===== src/rtl/jls_bit_packer.sv =====
// jls_bit_packer: packs run codes and limited-length Golomb codewords MSB-first into a byte stream.
// Latency: input presented before edge t+1 is in stage 1 after t+1 and in the accumulator after t+2; drains 1 byte/cycle.
// Backpressure: byte_out is held while byte_valid && !byte_ready; input that would exceed ACC_W is dropped and sets overflow.
// Build option: define JLS_PACKER_STUFF_EN to insert a zero MSB in the byte following every transferred 0xFF.
module jls_bit_packer #(
    parameter int QBPP  = 8,
    parameter int ACC_W = 128
) (
    input  logic        clk,
    input  logic        reset,
    input  logic [31:0] codes_r_in,
    input  logic [5:0]  codes_r_len_in,
    input  logic        en_out1_in,
    input  logic [4:0]  k_in,
    input  logic [5:0]  glimit_in,
    input  logic [8:0]  EMErrval_in,
    input  logic        en_out2_in,
    input  logic        flush_in,
    output logic [7:0]  byte_out,
    output logic        byte_valid,
    input  logic        byte_ready,
    output logic        busy,
    output logic        flush_done,
    output logic        overflow
);
    localparam int CNT_W = $clog2(ACC_W + 1);

    typedef enum logic [1:0] {ST_IDLE, ST_WAIT, ST_PAD, ST_DRAIN} state_t;

    state_t             state_q;
    logic               busy_q, flush_done_q, overflow_q;
    logic               s1_run_vld_q, s1_gol_vld_q;
    logic [31:0]        s1_run_dat_q, s1_gol_dat_q;
    logic [5:0]         s1_run_len_q, s1_gol_len_q;
    logic [ACC_W-1:0]   acc_q, acc_d;
    logic [CNT_W-1:0]   cnt_q, cnt_d;

    logic [8:0]         gol_q;
    logic [9:0]         gol_lim;
    logic [31:0]        gol_dat_d;
    logic [5:0]         gol_len_d;
    logic               in_drop;

    logic               stuff_pend, stuff_d, xfer, app_ovf;
    logic [CNT_W-1:0]   need, need_nx, drain_len, cnt_dr, in_len, pad_len;
    logic [5:0]         run_len_v, gol_len_v;
    logic [31:0]        run_mask;
    logic [ACC_W-1:0]   acc_dr, run_ext, gol_ext, in_bits;
    logic [CNT_W:0]     cnt_sum, shamt;

    // Limited-length Golomb codeword: leading zeros are implied by the length.
    always_comb begin
        gol_q   = (k_in >= 5'd9) ? 9'd0 : (EMErrval_in >> k_in);
        gol_lim = {4'd0, glimit_in} - 10'(QBPP + 1);
        if ({1'b0, gol_q} < gol_lim) begin
            gol_dat_d = (32'd1 << k_in) | ({23'd0, EMErrval_in} & ((32'd1 << k_in) - 32'd1));
            gol_len_d = 6'(gol_q) + 6'(k_in) + 6'd1;
        end else begin
            gol_dat_d = (32'd1 << QBPP) | (({23'd0, EMErrval_in} - 32'd1) & ((32'd1 << QBPP) - 32'd1));
            gol_len_d = glimit_in;
        end
    end

    // Inputs arriving during a flush are not accepted.
    assign in_drop = busy_q && (en_out1_in || en_out2_in);

    // Stage 1: register run code and Golomb codeword side by side so ordering is preserved.
    always_ff @(posedge clk or negedge reset) begin
        if (!reset) begin
            s1_run_vld_q <= 1'b0;
            s1_run_dat_q <= '0;
            s1_run_len_q <= '0;
            s1_gol_vld_q <= 1'b0;
            s1_gol_dat_q <= '0;
            s1_gol_len_q <= '0;
        end else begin
            s1_run_vld_q <= en_out1_in && !busy_q;
            s1_gol_vld_q <= en_out2_in && !busy_q;
            if (en_out1_in && !busy_q) begin
                s1_run_dat_q <= codes_r_in;
                s1_run_len_q <= codes_r_len_in;
            end
            if (en_out2_in && !busy_q) begin
                s1_gol_dat_q <= gol_dat_d;
                s1_gol_len_q <= gol_len_d;
            end
        end
    end

    // Output byte view: a stuffed byte takes only 7 accumulator bits behind a forced zero.
    assign need       = stuff_pend ? CNT_W'(7) : CNT_W'(8);
    assign byte_valid = (cnt_q >= need);
    assign byte_out   = stuff_pend ? {1'b0, acc_q[ACC_W-1 -: 7]} : acc_q[ACC_W-1 -: 8];
    assign xfer       = byte_valid && byte_ready;

`ifdef JLS_PACKER_STUFF_EN
    logic stuff_q;
    assign stuff_pend = stuff_q;
    assign stuff_d    = xfer ? (byte_out == 8'hFF) : stuff_q;

    // Remember that the last transferred byte was 0xFF.
    always_ff @(posedge clk or negedge reset) begin
        if (!reset) stuff_q <= 1'b0;
        else        stuff_q <= stuff_d;
    end
`else
    assign stuff_pend = 1'b0;
    assign stuff_d    = 1'b0;
`endif

    // Stage 2: drain from the top, append new bits just below the remaining ones.
    always_comb begin
        need_nx   = stuff_d ? CNT_W'(7) : CNT_W'(8);
        drain_len = xfer ? need : '0;
        acc_dr    = acc_q << drain_len;
        cnt_dr    = cnt_q - drain_len;
        run_len_v = s1_run_vld_q ? s1_run_len_q : 6'd0;
        gol_len_v = s1_gol_vld_q ? s1_gol_len_q : 6'd0;
        in_len    = CNT_W'(run_len_v) + CNT_W'(gol_len_v);
        run_mask  = (run_len_v >= 6'd32) ? '1 : ((32'd1 << run_len_v) - 32'd1);
        run_ext   = ACC_W'(s1_run_dat_q & run_mask);
        gol_ext   = s1_gol_vld_q ? ACC_W'(s1_gol_dat_q) : '0;
        in_bits   = (run_ext << gol_len_v) | gol_ext;
        cnt_sum   = {1'b0, cnt_q} + {1'b0, in_len};
        app_ovf   = (cnt_sum > (CNT_W + 1)'(ACC_W));
        // Padding is resolved only on the final partial byte, since a stuffed byte moves the boundary.
        pad_len   = '0;
        if ((state_q == ST_PAD || state_q == ST_DRAIN) && cnt_dr != '0 && cnt_dr < need_nx)
            pad_len = need_nx - cnt_dr;
        shamt     = '0;
        if (app_ovf) begin
            acc_d = acc_dr;
            cnt_d = cnt_dr + pad_len;
        end else begin
            shamt = (CNT_W + 1)'(ACC_W) - {1'b0, cnt_dr} - {1'b0, in_len};
            acc_d = acc_dr | (in_bits << shamt);
            cnt_d = cnt_dr + in_len + pad_len;
        end
    end

    // Accumulator, bit count and sticky overflow.
    always_ff @(posedge clk or negedge reset) begin
        if (!reset) begin
            acc_q      <= '0;
            cnt_q      <= '0;
            overflow_q <= 1'b0;
        end else begin
            acc_q      <= acc_d;
            cnt_q      <= cnt_d;
            overflow_q <= overflow_q | app_ovf | in_drop;
        end
    end

    // Flush sequencing: let stage 1 land, pad, then wait for the accumulator to empty.
    always_ff @(posedge clk or negedge reset) begin
        if (!reset) begin
            state_q      <= ST_IDLE;
            busy_q       <= 1'b0;
            flush_done_q <= 1'b0;
        end else begin
            flush_done_q <= 1'b0;
            case (state_q)
                ST_IDLE: if (flush_in) begin
                    state_q <= ST_WAIT;
                    busy_q  <= 1'b1;
                end
                ST_WAIT: state_q <= ST_PAD;
                ST_PAD:  state_q <= ST_DRAIN;
                ST_DRAIN: if (cnt_q == '0) begin
                    state_q      <= ST_IDLE;
                    busy_q       <= 1'b0;
                    flush_done_q <= 1'b1;
                end
                default: state_q <= ST_IDLE;
            endcase
        end
    end

    assign busy       = busy_q;
    assign flush_done = flush_done_q;
    assign overflow   = overflow_q;

endmodule

===== config.mk =====
export PLATFORM = sky130hd
export DESIGN_NAME = jls_bit_packer
export DESIGN_NICKNAME = d
export VERILOG_FILES = /design/src/rtl/jls_bit_packer.sv
export SDC_FILE = /design/constraint.sdc
export NUM_CORES = 1
export LEC_CHECK = 0
export ABC_AREA = 1
export CAP_MARGIN = 20
export CORE_MARGIN = 2
export CORE_UTILIZATION = 30
export DETAILED_ROUTE_END_ITERATION = 7
export GPL_TIMING_DRIVEN = 0
export SETUP_SLACK_MARGIN = 0.1
export SYNTH_ARGS = -nofsm -noshare
export SYNTH_HDL_FRONTEND = slang
export SYNTH_SLANG_ARGS = --single-unit

===== constraint.sdc =====
create_clock -name clk -period 12 [get_ports clk]
set_input_delay 3.6 -clock clk [delete_from_list [all_inputs] [get_ports clk]]
set_output_delay 3.6 -clock clk [all_outputs]
set_load 0.005 [all_outputs]

==> results.md <==
- Layout cells sized above 1: 0.04633
- # IOs: 76
- Sequential share of the synthesized area: 0.2296
- Area Growth Syn to Fin: 12.92%
- Reg2reg path depth: 31
- Total GRT Usage: 0.3371
- RR Endpoint: acc_q[120]$_DFF_PN0_
- First-pass GRT wire length: roughly 200 mm
- Critical Path Sink Type: register
- Final Hold Fails: 0
- Core Region: ~79,000 um^2
- R2r startpoint: s1_gol_vld_q$_DFF_PN0_
- Worst setup SP type: primary input
- Setup TNS: 0 ps
- Routed WL: approximately 140 mm
- GRT overflow: 0
- Min setup slack post-route: ~1700 ps
- Synth warnings: 0
- Post-route ant nets: 0
- Routed WL per cell: approximately 27 um
- CP max stage delay: approximately 510 ps
- Core Rows: ~100
- Antenna violations before repair: 3
- CTS tree: built
- Synth Flop Type: dfrtp_1
- # resized after CTS: 0
- Antenna cells: 0
- Hpwl dp: between 100 and 150 mm
- RSZ-0062 raised after global routing: false
- Status: finished clean
- Worst-path fanout max: 10
- Largest family of logic cells by synthesized area: simple AND/OR/NAND/NOR gates
- Setup Viol. Count Final: 0
- Cts hold-fix bufs: 0
- Worst Hold Depth: 2
- Period utilization: 0.8587
- Clk slew on worst S/H paths: around 80 ps
- Min-delay src: overflow$_DFF_PN0_
- Xor-xnor portion of the synthesized cell area: 0.01394
- CP arrival: about 11,000 ps
- Fin. max-slew vios: 0
- Via Count: about 31,000
- Worst Clk Skew: approximately 21 ps
- DIE AREA: around 80,000 um^2
- Crit path kind: primary input to register
- Adder-cell share of the synthesized area: 0.04277
- Crit path time final: ~10,000 ps
- Port-buffer cells: 74
- Syn avg cell area: approximately 6 um^2
- Highest-delay cell along the critical path: clkbuf_1
- Synth Instances: around 4,100
- Sink Count: 219
- Multiplexer share of the synthesized area: 0.0008387
- Number of buffers created by CTS: 27
- Slew @ Worst Pin: approximately 1200 ps
- Vias in the first global route: slightly below 30,000
- Die W: 286.1 um
- Die Ht: 286.1 um
- Final net count: roughly 4,300
- Final Wtd Congestion: between 1 and 1.5
- Most frequent CP cell: nand3_1
- CP Launch Point: byte_ready
- DR vias/cell: around 6
- R2R setup slack: approximately 4000 ps
- Hold Crit Class: register to register
- Max_cap viols: 0
- Syn Std Cell Area: ~24,000 um^2
- Worst hold slack: 478.1 ps
- Post-synthesis cell type count: 57
- Fillcell total: about 9,000
- H-tree levels: 1
- Initial Util: 0.3027
- CP required: roughly 13,000 ps
- Clock Latency Late Sink: 600 ps
- #FFs+latches synth: about 220
- Buffer count from post-CTS setup fixing: 0
- Longest Clk Path Bufs: 3
- Hold worst-path end: overflow$_DFF_PN0_
- Largest net degree at the start of global routing: 94
- Root buf cell: clkbuf_16
- EDFF count, synth: 0
- Slew Limit Headroom: 0.2298
- Final routed DRC violation total: 0
- Compound-Gate Fraction of Synth Area: 0.09666
- Fmax: approximately 97 MHz
- Post-synth ARST share: 1.000
- First DRT Iteration DRCs: about 5,300
- Area share of and/or/nand/nor cells after synthesis: 0.5246
- Initial DRT Pass Iterations: 7
- Place WS: roughly 1400 ps
-- worst max-delay path, delay by kind of cell --
family	cells	cell delay (ps)
xor+xnor	1	210
fa+ha+maj	4	1080
compound gates	2	360
simple gates	14	3160
buf+inv	7	2400
-- through the flow --
step | std cells | cell area (um^2) | util
global route | 5259 | 26950 | 0.3417
floorplan | 4082 | 23880 | -
detailed placement | 5210 | 26020 | 0.3299
global placement | 5206 | 25940 | 0.3288
CTS | 5259 | 26950 | 0.3417
finish | 5259 | 26950 | 0.3417
-- area by class of cell --
| type | count | area (um^2) | area share |
|---|---|---|---|
| repair buffers | 78 | 823.3 | 0.03054 |
| clock inverters | 13 | 185.2 | 0.006870 |
| plain buffers | 280 | 1209 | 0.04484 |
| well taps | 1050 | 1314 | 0.04874 |
| inverters | 258 | 970.9 | 0.03602 |
| flip-flops and latches | 219 | 5480 | 0.2033 |
| multi-input cells | 3325 | 16220 | 0.6018 |
| clock buffers | 36 | 749.5 | 0.02781 |
-- logic make-up after synthesis --
group	Yosys count
and+or+nand+nor	2793
buffers and inverters	538
AOI/OAI and AO/OA	412
DFF	219
adders and majority gates	75
xor gates and xnor gates	38
other	2
muxes	2
-- routing by layer --
metal | up-vias | share of wire | GRT usage
li1 | 14060 | - | -
met1 | 14950 | 0.44 | 0.4970
met4 | 4 | 0.035 | 0.09620
met2 | 1982 | 0.40 | 0.4879
met3 | 301 | 0.12 | 0.07289
met5 | - | 0.00020 | 0
-- Yosys cell counts (28+ instances only) --
cell,instances,area share
a21oi_1,58,0.012
buf_1,59,0.0093
buf_2,72,0.015
clkbuf_1,134,0.021
dfrtp_1,219,0.23
ha_1,64,0.034
inv_1,242,0.038
nand2_1,1208,0.19
nand3_1,1297,0.27
nand4_1,61,0.016
nor2_1,153,0.024
o21ai_0,237,0.050
o21ai_1,28,0.0059
xor2_1,29,0.011
-- worst max-delay path by stage --
stage / end / slack [ps] / depth (start not counted)
5_1_grt: acc_q[120]$_DFF_PN0_ / 1430 / 28
3_5_place_dp: acc_q[120]$_DFF_PN0_ / 1380 / 28
6_report: acc_q[120]$_DFF_PN0_ / 1700 / 28
4_1_cts: acc_q[120]$_DFF_PN0_ / 2040 / 28
3_3_place_gp: acc_q[120]$_DFF_PN0_ / -2540 / 1
2_1_floorplan: cnt_q[7]$_DFF_PN0_ / 4170 / 26
-- registers in the layout, indices dropped and copies added, names as in the netlist, 2 cells and up --
name	cells
s1_run_len_q	6
state_q	2
cnt_q	8
acc_q	128
s1_gol_len_q	6
s1_run_dat_q	32
s1_gol_dat_q	32
-- placed cells by master (no fill, tap or decap), types with 6 or more instances in the layout --
cell	n
xor2_1	29
nor3_1	12
a21oi_1	58
nand4_1	61
buf_4	13
nand3_1	1297
nand3_2	14
o21ai_1	28
clkdlybuf4s50_1	73
nand2_1	1208
o22ai_1	7
nand2_2	8
nor2_1	153
ha_1	64
inv_2	8
o31ai_1	23
o32ai_1	8
clkbuf_1	139
clkbuf_16	27
o21bai_1	7
dfrtp_1	219
buf_1	59
buf_2	72
o211ai_1	8
fa_1	11
or2_1	6
nor2_2	13
o21ai_0	237
a31oi_1	8
xnor2_1	9
inv_1	242
clkinv_1	7
a22oi_1	6
Power is left out: the tool's default activity adds up to more than one toggle a clock period on the data nets, which glitch-free logic cannot reach.
